<file path="src/rtl/nfc_command_erase_multiplane.sv">
// Multi-plane block erase command sequencer.
// Issues 60h / row address / D1h-or-D0h per plane through the command/address
// primitive, optionally waits on R/B after each confirm, then pulses oLastStep.
module nfc_command_erase_multiplane #(
    parameter int         NumberOfWays  = 4,
    parameter logic [5:0] CommandID     = 6'b000111,
    parameter int         MaxPlanes     = 4,
    parameter int         RowAddrBytes  = 3,
    parameter int         PageBits      = 7,
    parameter bit         WaitReadyBusy = 1'b1,
    parameter int         RBLowTimeout  = 16
) (
    input  logic                    iSystemClock,
    input  logic                    iReset,
    input  logic [5:0]              iOpcode,
    input  logic [4:0]              iTargetID,
    input  logic                    iCMDValid,
    output logic                    oCMDReady,
    input  logic [NumberOfWays-1:0] iWaySelect,
    input  logic [23:0]             iRowAddress,
    input  logic [1:0]              iPlaneCount,
    output logic                    oStart,
    output logic                    oLastStep,
    output logic [7:0]              oACG_Command,
    output logic [2:0]              oACG_CommandOption,
    input  logic [7:0]              iACG_Ready,
    input  logic [7:0]              iACG_LastStep,
    output logic [NumberOfWays-1:0] oACG_TargetWay,
    output logic [15:0]             oACG_NumOfData,
    output logic                    oACG_CASelect,
    output logic [39:0]             oACG_CAData,
    input  logic [NumberOfWays-1:0] iACG_ReadyBusy
);

    localparam logic [1:0]  MaxPlaneIdx  = 2'(MaxPlanes - 1);
    localparam logic [23:0] PageMask     = ~((24'd1 << PageBits) - 24'd1);
    localparam logic [15:0] AddrCount    = 16'(RowAddrBytes - 1);
    localparam logic [8:0]  TimeoutLimit = 9'(RBLowTimeout);

    typedef enum logic [3:0] {
        READY, LATCH, CMD1, ADDR, CMD2, GAP, WAITLOW, WAITHIGH, DONE
    } stateType;

    stateType                state, nextState, gapFrom, nextGapFrom;
    logic [1:0]              planeIdx, nextPlane, lastPlane;
    logic [NumberOfWays-1:0] wayReg;
    logic [23:0]             rowReg;
    logic [4:0]              targetIdReg;
    logic [7:0]              timeoutCnt;
    logic                    rbSync1, rbSync2;
    logic                    finalPlane, timeoutHit, stepDone;
    logic [23:0]             rowNext;
    logic [7:0]              cmdNext;
    logic                    caSelNext;
    logic [15:0]             numDataNext;
    logic [39:0]             caDataNext;
    logic                    unusedInputs;

    assign oStart             = (iOpcode == CommandID) && iCMDValid && oCMDReady;
    assign oACG_CommandOption = 3'b000;
    assign finalPlane         = (planeIdx == lastPlane);
    assign timeoutHit         = ({1'b0, timeoutCnt} + 9'd1) >= TimeoutLimit;
    assign stepDone           = iACG_LastStep[3];
    assign rowNext            = (rowReg + (24'(nextPlane) << PageBits)) & PageMask;
    assign unusedInputs       = ^{iACG_Ready, iACG_LastStep[7:4], iACG_LastStep[2:0],
                                  targetIdReg, rowNext[23:16]};

    // State, plane index and return-point register
    always_ff @(posedge iSystemClock) begin
        if (iReset) begin
            state    <= READY;
            gapFrom  <= READY;
            planeIdx <= 2'd0;
        end else begin
            state    <= nextState;
            gapFrom  <= nextGapFrom;
            planeIdx <= nextPlane;
        end
    end

    // Next-state logic plus the primitive request that belongs to the next state
    always_comb begin
        nextState   = state;
        nextPlane   = planeIdx;
        nextGapFrom = gapFrom;
        case (state)
            READY: begin
                if (oStart) begin
                    nextState = LATCH;
                    nextPlane = 2'd0;
                end
            end
            LATCH: nextState = CMD1;
            CMD1, ADDR, CMD2: begin
                if (stepDone) begin
                    nextState   = GAP;
                    nextGapFrom = state;
                end
            end
            GAP: begin
                case (gapFrom)
                    CMD1: nextState = ADDR;
                    ADDR: nextState = CMD2;
                    default: begin
                        if (WaitReadyBusy) begin
                            nextState = WAITLOW;
                        end else if (finalPlane) begin
                            nextState = DONE;
                        end else begin
                            nextState = CMD1;
                            nextPlane = planeIdx + 2'd1;
                        end
                    end
                endcase
            end
            WAITLOW: begin
                if (!rbSync2 || timeoutHit) nextState = WAITHIGH;
            end
            WAITHIGH: begin
                if (rbSync2) begin
                    if (finalPlane) begin
                        nextState = DONE;
                    end else begin
                        nextState = CMD1;
                        nextPlane = planeIdx + 2'd1;
                    end
                end
            end
            DONE:    nextState = READY;
            default: nextState = READY;
        endcase

        cmdNext     = 8'h00;
        caSelNext   = 1'b1;
        numDataNext = 16'd0;
        caDataNext  = 40'd0;
        case (nextState)
            CMD1: begin
                cmdNext    = 8'h08;
                caDataNext = 40'h60_00_00_00_00;
            end
            ADDR: begin
                cmdNext     = 8'h08;
                caSelNext   = 1'b0;
                numDataNext = AddrCount;
                if (RowAddrBytes == 2) begin
                    caDataNext = {rowNext[7:0], rowNext[15:8], 24'h0};
                end else begin
                    caDataNext = {rowNext[7:0], rowNext[15:8], rowNext[23:16], 16'h0};
                end
            end
            CMD2: begin
                cmdNext    = 8'h08;
                caDataNext = (nextPlane == lastPlane) ? 40'hD0_00_00_00_00 : 40'hD1_00_00_00_00;
            end
            default: ;
        endcase
    end

    // Registered outputs so every output lines up with the state it belongs to
    always_ff @(posedge iSystemClock) begin
        if (iReset) begin
            oCMDReady      <= 1'b1;
            oLastStep      <= 1'b0;
            oACG_Command   <= 8'h00;
            oACG_CASelect  <= 1'b1;
            oACG_NumOfData <= 16'd0;
            oACG_CAData    <= 40'd0;
        end else begin
            oCMDReady      <= (nextState == READY);
            oLastStep      <= (nextState == DONE);
            oACG_Command   <= cmdNext;
            oACG_CASelect  <= caSelNext;
            oACG_NumOfData <= numDataNext;
            oACG_CAData    <= caDataNext;
        end
    end

    // Command field capture, WAITLOW cycle counter and two-stage R/B sampler
    always_ff @(posedge iSystemClock) begin
        if (iReset) begin
            wayReg         <= '0;
            rowReg         <= 24'd0;
            lastPlane      <= 2'd0;
            targetIdReg    <= 5'd0;
            oACG_TargetWay <= '0;
            timeoutCnt     <= 8'd0;
            rbSync1        <= 1'b0;
            rbSync2        <= 1'b0;
        end else begin
            if (oStart) begin
                wayReg         <= iWaySelect;
                rowReg         <= iRowAddress;
                lastPlane      <= (iPlaneCount > MaxPlaneIdx) ? MaxPlaneIdx : iPlaneCount;
                targetIdReg    <= iTargetID;
                oACG_TargetWay <= ~iWaySelect;
            end
            timeoutCnt <= (state == WAITLOW) ? timeoutCnt + 8'd1 : 8'd0;
            rbSync1    <= |(wayReg & iACG_ReadyBusy);
            rbSync2    <= rbSync1;
        end
    end

endmodule

</file>
<file path="config.mk">
export PLATFORM = sky130hd
export DESIGN_NAME = nfc_command_erase_multiplane
export DESIGN_NICKNAME = d
export VERILOG_FILES = /design/src/rtl/nfc_command_erase_multiplane.sv
export SDC_FILE = /design/constraint.sdc
export NUM_CORES = 1
export LEC_CHECK = 0
export BUFFER_PORTS_ARGS = -buffer_cell sky130_fd_sc_hd__buf_2
export CORE_MARGIN = 1
export CORE_UTILIZATION = 52
export DETAILED_ROUTE_END_ITERATION = 10
export GPL_ROUTABILITY_DRIVEN = 0
export MAX_ROUTING_LAYER = met4
export PLACE_DENSITY = 0.95
export SKIP_LAST_GASP = 1
export SYNTH_ARGS = -nofsm -noshare
export SYNTH_HDL_FRONTEND = slang
export SYNTH_SLANG_ARGS = --single-unit
</file>
<file path="constraint.sdc">
create_clock -name iSystemClock -period 5.96 [get_ports iSystemClock]
set_clock_uncertainty 0.05 [all_clocks]
set_input_delay 0.596 -clock iSystemClock [delete_from_list [all_inputs] [get_ports iSystemClock]]
set_output_delay 0.596 -clock iSystemClock [all_outputs]
set_load 0.02 [all_outputs]
</file>
==> summary.txt <==
CTS
  • Post-CTS Setup Bufs: 0
  • Post-CTS Hold Buffers: 0
  • CTS tree: done
  • Clock-pin transition on the worst setup and hold timing paths: 0.08 ns
  • H-tree Lvls: 3
  • # resized after CTS: 0
  • CTS buffer count: 9
  • Clk Latency, worst-skew pair: 0.35 ns
  • Clk sinks: 73
  • Clk buf depth: 2
  • Root Buffer: clkbuf_8

Die
  • Placement row count: 29
  • Full die area: 6980 sq um
  • Core ar.: 6390 sq um
  • Die Wd: 83.6 microns
  • DIE HEIGHT: 83.6 microns
  • Ports: 139
  • Initial Util: 54.2%

Timing
  • Setup violators final: 0
  • Highest clock rate: 336 MHz
  • Post-layout minimum cycle time: 2.98 ns
  • Pins over their slew limit: 0
  • Worst-Margin Slew: 1.01 ns
  • Final period util: 50.0%
  • Slew HR: 32.7%
  • Unrepaired setup endpoints after global routing: no
  • Setup tns final: 0 ns
  • Endpoints failing hold: 0

Worst setup path
  • Crit end category: flip-flop
  • Crit-path cells: and4b_1, a21oi_1, a311oi_1, ha_1, a21o_1, and3_1, nand4_1, xor2_1, nor3_1
  • WP data required: 6.16 ns
  • Worst path max stage delay: 0.59 ns
  • R2R setup slack: 2.98 ns
  • Critical path arrival: 3.18 ns
  • Max FO, Critical Path: 15
  • Worst Path Buf+Inv: 0
  • Worst r2r dst: oACG_CAData[20]
  • Startpoint types: flip-flop
  • Worst path top cell family by delay: simple AND/OR/NAND/NOR gates
  • Reg2reg start: state[2]
  • Critical path type: flip-flop to flip-flop
  • R2R cell count: 9
  • Slowest CP cell: dfxtp_1

Route
  • Via count: 2788
  • DR DRC count: 0
  • Drt pass-1 iters: 4
  • Routed wire length: 6790 microns
  • Antenna-violating nets left: 0
  • Avg WL per Cell: 12.7 microns
  • Drt initial violations: 200
  • Vias per cell: 5.21

Global route
  • Vias in the first global route: 2394
  • Total track usage: 20.3%
  • First-pass GRT wire length: 11000 microns
  • Initial antenna violation count: 0
  • Largest net degree at the start of global routing: 46
  • GR Overflow Total: 0

Synth
  • Synth top area cells: dfxtp_1, buf_4, nand2_1
  • Share of the synthesized area in the top cell type: 42.2%
  • Sequential fraction of the synthesis area: 42.2%
  • Async S/R FF share, synth: 0%
  • Gate count after technology mapping: 393
  • Synth warnings: 0
  • #FFs+latches synth: 73
  • Syn avg cell area: 8.80 sq um
  • Yosys cell types: 60
  • Synth Flop Type: dfxtp_1
  • EDFF count, synth: 0
  • Synth Cell Area: 3460 sq um
  • Largest area contributor in the netlist: dfxtp_1

Run status
  • Status: finished, final reports clean

Min path
  • Min-Delay Endpoint: rbSync2
  • Hold Crit Class: flip-flop to flip-flop
  • Hold Startpoint: rbSync1
  • Min-Delay Path Depth: 1

Final layout
  • Filler instances: 528
  • Antenna Cells: 0
  • Final nets: 522
  • Non-Filler Instances: 535
  • Layout cells sized above 1: 21.0%
  • Layout area overhead: 11.2%

Placement
  • Placed insts: 519
  • Port buffer count: 67
  • Hpwl dp: 4750 microns

Pwr
  • Peak VDD IR: 179 uV
  • Leak Pwr: 1.63 nW
  • Pwr Density: 243 nW/um^2

Run
  • Max Cap Viol: 0
cell families (layout without fill, tap and decap cells):
logic type	Yosys count	count (layout)	synth area share [%]
compound gates	54	54	10.9
xor+xnor	24	24	6.29
fa+ha+maj	5	5	2.03
buf+inv	66	88	12.5
flops	73	73	42.2
mux	6	6	1.77
other cells	1	44	0.108
simple gates	164	164	24.2
cell usage in the layout, fill, tap and decap left out, types with 6 or more instances in the layout:
cell / instances
dfxtp_1: 73
buf_2: 67
nand2_1: 60
conb_1: 44
a21oi_1: 30
nor2_1: 25
xor2_1: 19
nor3_1: 16
clkbuf_8: 10
nand3_1: 9
nand4_1: 7
nand2b_1: 7
nor2b_1: 7
and3_1: 6
per-layer routing:
metal | part of all wire, % | track usage, % | vias up
li1 | - | - | 1363
met1 | 44 | 25.3 | 1293
met2 | 47 | 30.6 | 110
met3 | 5.5 | 4.95 | 22
met4 | 2.9 | 10.3 | 0
met5 | 0 | - | -
through the flow:
| stage | util, % | setup slack [ns] | hold WS [ns] | area (sq um) | power [W] |
|---|---|---|---|---|---|
| floorplan | - | 3.42 | 0.364 | 3620 | 0.000560 |
| global placement | 57.0 | 3.07 | 0.375 | 3640 | 0.000552 |
| detailed placement | 57.0 | 2.93 | 0.373 | 3640 | 0.000552 |
| CTS | 60.2 | 3.01 | 0.391 | 3850 | 0.000938 |
| global route | 60.2 | 2.77 | 0.415 | 3850 | 0.000966 |
| finish | 60.2 | 2.98 | 0.391 | 3850 | 0.000934 |
cell type report:
cell class,count,area (sq um),share of cell area (%)
clock buffer,10,138,3.58
multi-input combinational,297,1730,44.9
clock inverter,6,66.3,1.72
timing repair buffer,68,343,8.91
sequential,73,1460,38.0
tap,77,96.3,2.50
inverter,4,15.0,0.390
synthesized netlist by cell type (6+ instances only):
cell type  number
a21oi_1        30
and3_1          6
buf_4          46
clkbuf_1       10
dfxtp_1        73
nand2_1        60
nand2b_1        7
nand3_1         9
nand4_1         7
nor2_1         25
nor2b_1         7
nor3_1         16
xor2_1         19
state kept, by name (all words and copies together), names as in the netlist:
name and flops:
oCMDReady 1, oACG_Command 1, rbSync2 1, lastPlane 2
planeIdx 2, oACG_NumOfData 1, gapFrom 4, oACG_TargetWay 4
rbSync1 1, state 4, rowReg 17, wayReg 4
oLastStep 1, timeoutCnt 8, oACG_CAData 21, oACG_CASelect 1
worst max path at each step:
stage / from / endpoint / slack (ns) / cells past startpoint
3_3_place_gp: iOpcode[1] / oACG_CAData[23] / 3.07 / 10
2_1_floorplan: iOpcode[1] / oACG_CAData[20] / 3.42 / 10
6_report: state[2] / oACG_CAData[20] / 2.98 / 9
4_1_cts: state[2] / oACG_CAData[17] / 3.01 / 9
3_5_place_dp: iOpcode[1] / oACG_CAData[23] / 2.93 / 10
5_1_grt: state[2] / oACG_CAData[17] / 2.77 / 9
report_power, final:
group          switching (W)  total (W)  internal (W)
Combinational      0.0000390  0.0000511     0.0000121
Sequential        0.00000160   0.000490      0.000489
Clock               0.000186   0.000392      0.000206
worst reg2reg max path, cell delays in order (launching register included):
cell and delay [ns]:
dfxtp_1 0.59, and4b_1 0.31, a21oi_1 0.09, a311oi_1 0.54, ha_1 0.30, a21o_1 0.16, and3_1 0.30, nand4_1 0.14
xor2_1 0.17, nor3_1 0.23
Note: power is estimated with default switching activity, not from simulation.
